--- config.mk ---
export PLATFORM = sky130hd
export DESIGN_NAME = case_property_responder
export DESIGN_NICKNAME = d
export VERILOG_FILES = /design/src/rtl/case_property_responder.sv
export SDC_FILE = /design/constraint.sdc
export NUM_CORES = 1
export LEC_CHECK = 0
export CAP_MARGIN = 30
export CORE_MARGIN = 2
export CORE_UTILIZATION = 50
export CTS_CLUSTER_SIZE = 16
export DETAILED_ROUTE_END_ITERATION = 12
export PLACE_DENSITY = 0.72
export SYNTH_ARGS = -nofsm -noshare
export SYNTH_HDL_FRONTEND = slang
export SYNTH_SLANG_ARGS = --single-unit
--- constraint.sdc ---
create_clock -name clk -period 3.96 [get_ports clk]
set_clock_uncertainty 0.05 [all_clocks]
set_input_delay 0.594 -clock clk [delete_from_list [all_inputs] [get_ports clk]]
set_output_delay 0.594 -clock clk [all_outputs]
set_load 0.1 [all_outputs]
--- src/rtl/case_property_responder.sv ---
// case_property_responder: device-side responder for req/ack and valid/ready handshakes.
// The opcode selects the response timing and is captured when a transaction starts.
// Latency: 0 cycles for opcodes 000/001. For opcodes 010/011/100 the response arrives
// N cycles after the trigger, where N is the clamped delay.
// Backpressure: none. Triggers are dropped while a response is pending and in the response cycle.
// Build option: CASE_RESP_ERR_STICKY_EN makes error hold high until reset.
//   Without it, error is a one-cycle pulse for each abort.
// Ports:
//   clk, rst_n  clock and async active-low reset (release is synchronised internally)
//   opcode      protocol mode select, sampled in IDLE only
//   delay_cfg   requested delay for opcodes 011/100, sampled with opcode
//   req, valid  trigger strobes
//   ack, ready  response strobes
//   busy        registered, high while a delayed response is pending
//   error       valid dropped while waiting on an opcode 100 transaction
module case_property_responder #(
    parameter int MAX_DELAY = 10
) (
    input  logic       clk,
    input  logic       rst_n,
    input  logic [2:0] opcode,
    input  logic [3:0] delay_cfg,
    input  logic       req,
    input  logic       valid,
    output logic       ack,
    output logic       ready,
    output logic       busy,
    output logic       error
);
    typedef enum logic [1:0] {
        IDLE = 2'd0,
        WAIT = 2'd1,
        RESP = 2'd2
    } state_t;

    localparam logic [3:0] MAX_D = 4'(MAX_DELAY);

    // Reset asserts asynchronously and releases on a clock edge.
    logic [1:0] rst_sync;
    logic       rst_int_n;

    always_ff @(posedge clk or negedge rst_n) begin
        if (!rst_n) begin
            rst_sync <= 2'b00;
        end else begin
            rst_sync <= {rst_sync[0], 1'b1};
        end
    end

    assign rst_int_n = rst_sync[1];

    state_t     state, state_nxt;
    logic [3:0] cnt, cnt_nxt;
    logic [2:0] op_q, op_nxt;
    logic [3:0] cfg_lo1, n_short, n_long, load_n;
    logic       load_en, ack_c, ready_c, abort;
    logic       busy_q, error_q;

    // Clamp the delay before loading it, so the 4-bit counter can never wrap.
    assign cfg_lo1 = (delay_cfg == 4'd0) ? 4'd1 : delay_cfg;
    assign n_short = (cfg_lo1 > 4'd3) ? 4'd3 : cfg_lo1;
    assign n_long  = (cfg_lo1 > MAX_D) ? MAX_D : cfg_lo1;

    always_comb begin
        state_nxt = state;
        cnt_nxt   = cnt;
        op_nxt    = op_q;
        ack_c     = 1'b0;
        ready_c   = 1'b0;
        abort     = 1'b0;
        load_en   = 1'b0;
        load_n    = 4'd0;
        case (state)
            IDLE: begin
                case (opcode)
                    3'b000: ack_c = req;
                    3'b001: ready_c = valid;
                    3'b010: begin
                        load_en = req;
                        load_n  = 4'd2;
                    end
                    3'b011: begin
                        load_en = req;
                        load_n  = n_short;
                    end
                    3'b100: begin
                        load_en = valid;
                        load_n  = n_long;
                    end
                    default: begin
                    end
                endcase
                // A delay of 1 responds in the next cycle, so the wait phase is skipped.
                if (load_en) begin
                    op_nxt    = opcode;
                    cnt_nxt   = load_n;
                    state_nxt = (load_n == 4'd1) ? RESP : WAIT;
                end
            end
            WAIT: begin
                if (op_q == 3'b100 && !valid) begin
                    abort     = 1'b1;
                    cnt_nxt   = 4'd0;
                    state_nxt = IDLE;
                end else begin
                    cnt_nxt = cnt - 4'd1;
                    if (cnt <= 4'd2) begin
                        state_nxt = RESP;
                    end
                end
            end
            RESP: begin
                ack_c     = (op_q != 3'b100);
                ready_c   = (op_q == 3'b100);
                cnt_nxt   = 4'd0;
                state_nxt = IDLE;
            end
            default: state_nxt = IDLE;
        endcase
    end

    always_ff @(posedge clk or negedge rst_int_n) begin
        if (!rst_int_n) begin
            state   <= IDLE;
            cnt     <= 4'd0;
            op_q    <= 3'd0;
            busy_q  <= 1'b0;
            error_q <= 1'b0;
        end else begin
            state   <= state_nxt;
            cnt     <= cnt_nxt;
            op_q    <= op_nxt;
            busy_q  <= (state_nxt != IDLE);
`ifdef CASE_RESP_ERR_STICKY_EN
            error_q <= error_q | abort;
`else
            error_q <= abort;
`endif
        end
    end

    // The pass-through paths must also be silenced while reset is held.
    assign ack   = ack_c & rst_int_n;
    assign ready = ready_c & rst_int_n;
    assign busy  = busy_q;
    assign error = error_q;

endmodule

After elaboration in Yosys (flattened, before gate mapping)
Index checks and enable logic that the tools add are counted.
- add/subtract/negate cells: 1
- order comparisons: 3
- equality and inequality tests: 10
- multiplexer cells: 21
- bitwise gates (word level): 2
- reductions and logical operators: 10
- operators by type and width (cell ; number):
    2-to-1 mux 4 bit ; 6
    one-hot mux 4 bit (3 select lines) ; 2
    2-to-1 mux 2 bit ; 4
    equality test 3 x 2 -> 1 bit (second input constant) ; 2
    equality test 3 bit (second input constant) ; 2
    one-hot mux 1 bit (2 select lines) ; 3
    2-to-1 mux 1 bit ; 5
    equality test 4 x 1 -> 1 bit (second input constant) ; 1
    > comparator 4 x 2 -> 1 bit (second input constant) ; 1
    > comparator 4 bit (second input constant) ; 1
    <= comparator 4 x 2 -> 1 bit (second input constant) ; 1
    zero test 4 bit ; 1
    one-hot mux 2 bit (2 select lines) ; 1
    AND reduction 2 bit ; 2
    subtractor 4 x 1 -> 4 bit (second input constant) ; 1
    equality test 3 x 1 -> 1 bit (second input constant) ; 1
    zero test 3 bit ; 1
    inequality test 3 bit (second input constant) ; 1
    nonzero test 3 bit ; 1
    bitwise AND 1 bit ; 2
    equality test 2 x 1 -> 1 bit (second input constant) ; 1
    equality test 2 bit (second input constant) ; 1
    zero test 2 bit ; 1
    inequality test 2 bit (second input constant) ; 1
    4 further kinds ; 4
- bits in registers: 13
- bits of input ports: 11
- output and inout port bits: 4
- logic and storage cells: 53

Logic depth before layout (Yosys ltp)
- word-level depth: 11
- mapped depth: 6
- depth with buffers taken out: 6

Least setup slack after synthesis
OpenSTA, ideal clock, no wires.
- path type: register to output
- start: reg state[0]
- end: out ready
- arrival time: 3.445 ns
- required time: 3.316 ns
- slack: -0.129 ns
- cell stages (with the launch flop): 7
- path buffers: 1
- cells stage by stage: dfrtp_1 -> inv_1 -> ha_1 -> clkbuf_1 -> nor3b_1 -> nand3_1 -> a21boi_0
- word-level cells in the longest chain between the ends: 3
- elaborated cells on any way between the ends: 4
- those cells by class: eq/ne: 1; mux: 1; bitwise: 1; reduce/logical: 1
- ends and longest elaborated chain (item ; RTL line ; text):
    start, declared ; 52 ; state_t state, state_nxt;
    start signal, assigned ; 130 ; state <= state_nxt;
    equality test 2 bit or zero test 2 bit (tied branches) ; 73 ; case (state)
    one-hot mux 1 bit (2 select lines) * ; 73 ;
    bitwise AND 1 bit * ; 144 ; assign ready = ready_c & rst_int_n;
    end, declared ; 26 ; output logic ready,
Every way passes the cells marked *; elsewhere a longest branch is shown, timed or not.

Final worst setup path
Same ends and word-level chain as after synthesis.

==> flow_metrics.py <==
metrics = {
    "power": {
        "seq_power_share_pct": 33.5,
        "p_comb_share_pct": 54.7,
        "net-switching-power_uw": 318.3,
        "powerDensity_nw_per_um2": 600.4,
        "clkPwrFrac_pct": 11.8,
        "internal_power_uw": 363.1,
        "peakVddDrop_uv": 265.9,
        "leakage_nw": 0.4623,
        "switching_share_pct": 46.71,
    },
    "cts": {
        "clkTransAtPathRegs_ns": 0.08,
        "postCtsSetupBuffers": 0,
        "cts_inserted_buffers": 3,
        "cts_resized": 0,
        "cts_tree": "yes",
        "cts.sinks": 13,
        "clockRootBuffer": "clkbuf_4",
        "htreeDepth": 1,
        "ctsHoldBuffers": 0,
        "clock_latency_ns": 0.27,
        "clk_path_buf_depth": 2,
    },
    "logic_synthesis": {
        "synth_common_cells": "dfrtp_1 (13), inv_1 (10), nor2_1 (9)",
        "synth_warnings": 0,
        "synth-main-ff-cell": "dfrtp_1",
        "yosysMostFrequentCell": "dfrtp_1",
        "synth_top_cell_by_area": "dfrtp_1",
        "ys_seq_elements": 13,
        "synthesis.nets": 120,
        "synth-seq-area-share_pct": 34.21,
        "synthArstFlopShare_pct": 100.0,
        "syn_area_per_cell_um2": 9.232,
        "synthCells": 103,
        "yosys-top-cells-area": "dfrtp_1 (34%), ha_1 (7.9%), inv_1 (3.9%)",
        "synthDistinctLibCells": 38,
        "yosys.area.top_type_share_pct": 34.21,
        "synth_edf_count": 0,
        "syn-cell-area_um2": 950.9,
    },
    "timing": {
        "rsz0062_at_grt": "false",
        "min_period_over_period_pct": 68.29,
        "relSlewSlack_pct": 35.73,
        "period_needed_ns": 2.704,
        "finalSetupViolations": 0,
        "finalHoldViolCount": 0,
        "maxSlewViolCount": 0,
        "holdWs_ns": 0.1504,
        "setup-tns-final_ns": 0,
        "worst_pin_slew_ns": 0.9610,
        "max_freq_ghz": 0.3698,
    },
    "grt": {
        "use_met1_pct": 27.63,
        "met2_usage_pct": 34.05,
        "grt_pass1_wl_um": 3277,
        "top_usage_layer": "met2",
        "grt_max_degree": 14,
        "grt_antenna_before_repair": 0,
        "gr-usage-met3_pct": 2.264,
        "grt_use_total_pct": 20.88,
        "first_global_vias": 768,
        "overflow": 0,
    },
    "route": {
        "avgRoutedWirePerCell_um": 13.46,
        "first_iter_violations": 16,
        "vias_per_cell": 5.736,
        "vias": 826,
        "first_pass_iters": 4,
        "finalWirelength_um": 1938,
        "drc": 0,
        "antenna_left": 0,
    },
    "outcome": {
        "status": "finished clean",
    },
    "die": {
        "die_area_um2": 2267,
        "rows": 15,
        "die_width_um": 47.61,
        "core_area_um2": 1764,
        "io_pins": 15,
        "die_h_um": 47.61,
        "initial_core_util_pct": 53.90,
    },
    "finish": {
        "syn2layout_area_growth_pct": 19.34,
        "nets": 137,
        "layout-drive-gt1-share_pct": 11.76,
        "antenna_cells": 0,
    },
    "critical_path": {
        "path_max_fanout": 8,
        "startpoint": "state[0]",
        "worstSetupPathType": "reg2out",
        "path_cells": "inv_1, ha_1, nor3b_1, nand3_1, a21boi_1, buf_4",
        "crit_required_ns": 3.32,
        "reg2reg_from": "cnt[0]",
        "endpoint_kind": "output pin",
        "cp-start-kind": "register",
        "arrival_ns": 2.06,
        "slowest_stage": "dfrtp_1",
        "max_stage_delay_ns": 0.44,
    },
    "place": {
        "dp_hpwl_um": 1530,
        "place_congestion": 0.8177,
        "numPortBuffers": 14,
    },
    "hold_path": {
        "hp-class": "reg2async",
    },
    "flow_run": {
        "maxCapViolations": 0,
    },
}
-- metrics by stage --
stage / total power, mW / area, µm² / setup slack, ns / instances / utilization [%]
after floorplan: 0.5090 / 950.9 / 0.6077 / 103 / -
final: 0.6813 / 1135 / 1.256 / 144 / 64.33
after detailed placement: 0.5983 / 1109 / 1.254 / 140 / 62.84
after global routing: 0.7416 / 1135 / 1.031 / 144 / 64.33
after global placement: 0.5915 / 1109 / 1.303 / 140 / 62.84
after CTS: 0.6819 / 1135 / 1.237 / 144 / 64.33
-- placed cells by master, fill, tap and decap left out, types with 3 or more instances in the layout --
| master | netlist | routed |
|---|---|---|
| a21oi_1 | 6 | 6 |
| a31oi_1 | 5 | 5 |
| clkbuf_4 | 0 | 3 |
| clkdlybuf4s50_1 | 0 | 12 |
| dfrtp_1 | 13 | 13 |
| ha_1 | 6 | 6 |
| inv_1 | 10 | 10 |
| nand2_1 | 4 | 4 |
| nand2b_1 | 5 | 5 |
| nand3_1 | 5 | 5 |
| nand3b_1 | 5 | 5 |
| nor2_1 | 9 | 9 |
| nor3_1 | 4 | 4 |
-- power groups by stage --
stage,clock network (mW),logic (mW),registers [mW]
global route,0.0942,0.412,0.236
floorplan,0,0.251,0.258
CTS,0.0832,0.371,0.227
detailed placement,0,0.369,0.230
global placement,0,0.363,0.228
finish,0.0805,0.372,0.228
-- worst max-delay path, delay by kind of cell (launching register included) --
family,cells,cell delay [ns]
and+or+nand+nor,2,0.40
adders and majority gates,1,0.35
buffers and inverters,2,0.43
DFF,1,0.44
AOI/OAI and AO/OA,1,0.16
-- path summary, 6_finish.rpt --
path | endpoint | slack (ns) | cells past startpoint
setup / recovery | ready | 1.26 | 6
hold / removal | cnt[3] | 0.15 | 0
setup reg to reg | state[0] | 1.95 | 6
hold reg to reg | cnt[3] | 0.15 | 0
max in group asynchronous | rst_sync[1] | 3.32 | 1
min in group clk | rst_sync[1] | 0.31 | 0
-- cell families after synthesis --
| logic type | after synthesis | share of synthesized area [%] |
|---|---|---|
| muxes | 2 | 2.368 |
| and+or+nand+nor | 40 | 27.24 |
| DFF | 13 | 34.21 |
| adders and majority gates | 6 | 7.895 |
| AOI/OAI and AO/OA | 29 | 23.03 |
| buffers and inverters | 12 | 4.868 |
| other | 1 | 0.3944 |
-- sequential cells by signal, indices dropped and copies added, names as in the netlist --
register,count
busy,1
cnt,4
error,1
op_q,3
rst_sync,2
state,2
-- final cells by class --
cell class                 count  area [µm²]
clock buffer                   4       26.28
timing repair buffer          14       135.1
sequential                    13       325.3
multi-input combinational     78       579.3
fill                         175       629.4
inverter                      10       37.54
tap                           25       31.28
-- per-layer routing --
| layer | routed length [µm] | up-vias |
|---|---|---|
| met2 | 903 | 30 |
| met3 | 94 | 4 |
| met1 | 909 | 385 |
| li1 | - | 407 |
| met5 | 0 | - |
| met4 | 31 | 0 |
Power figures use the tool's default switching activity.
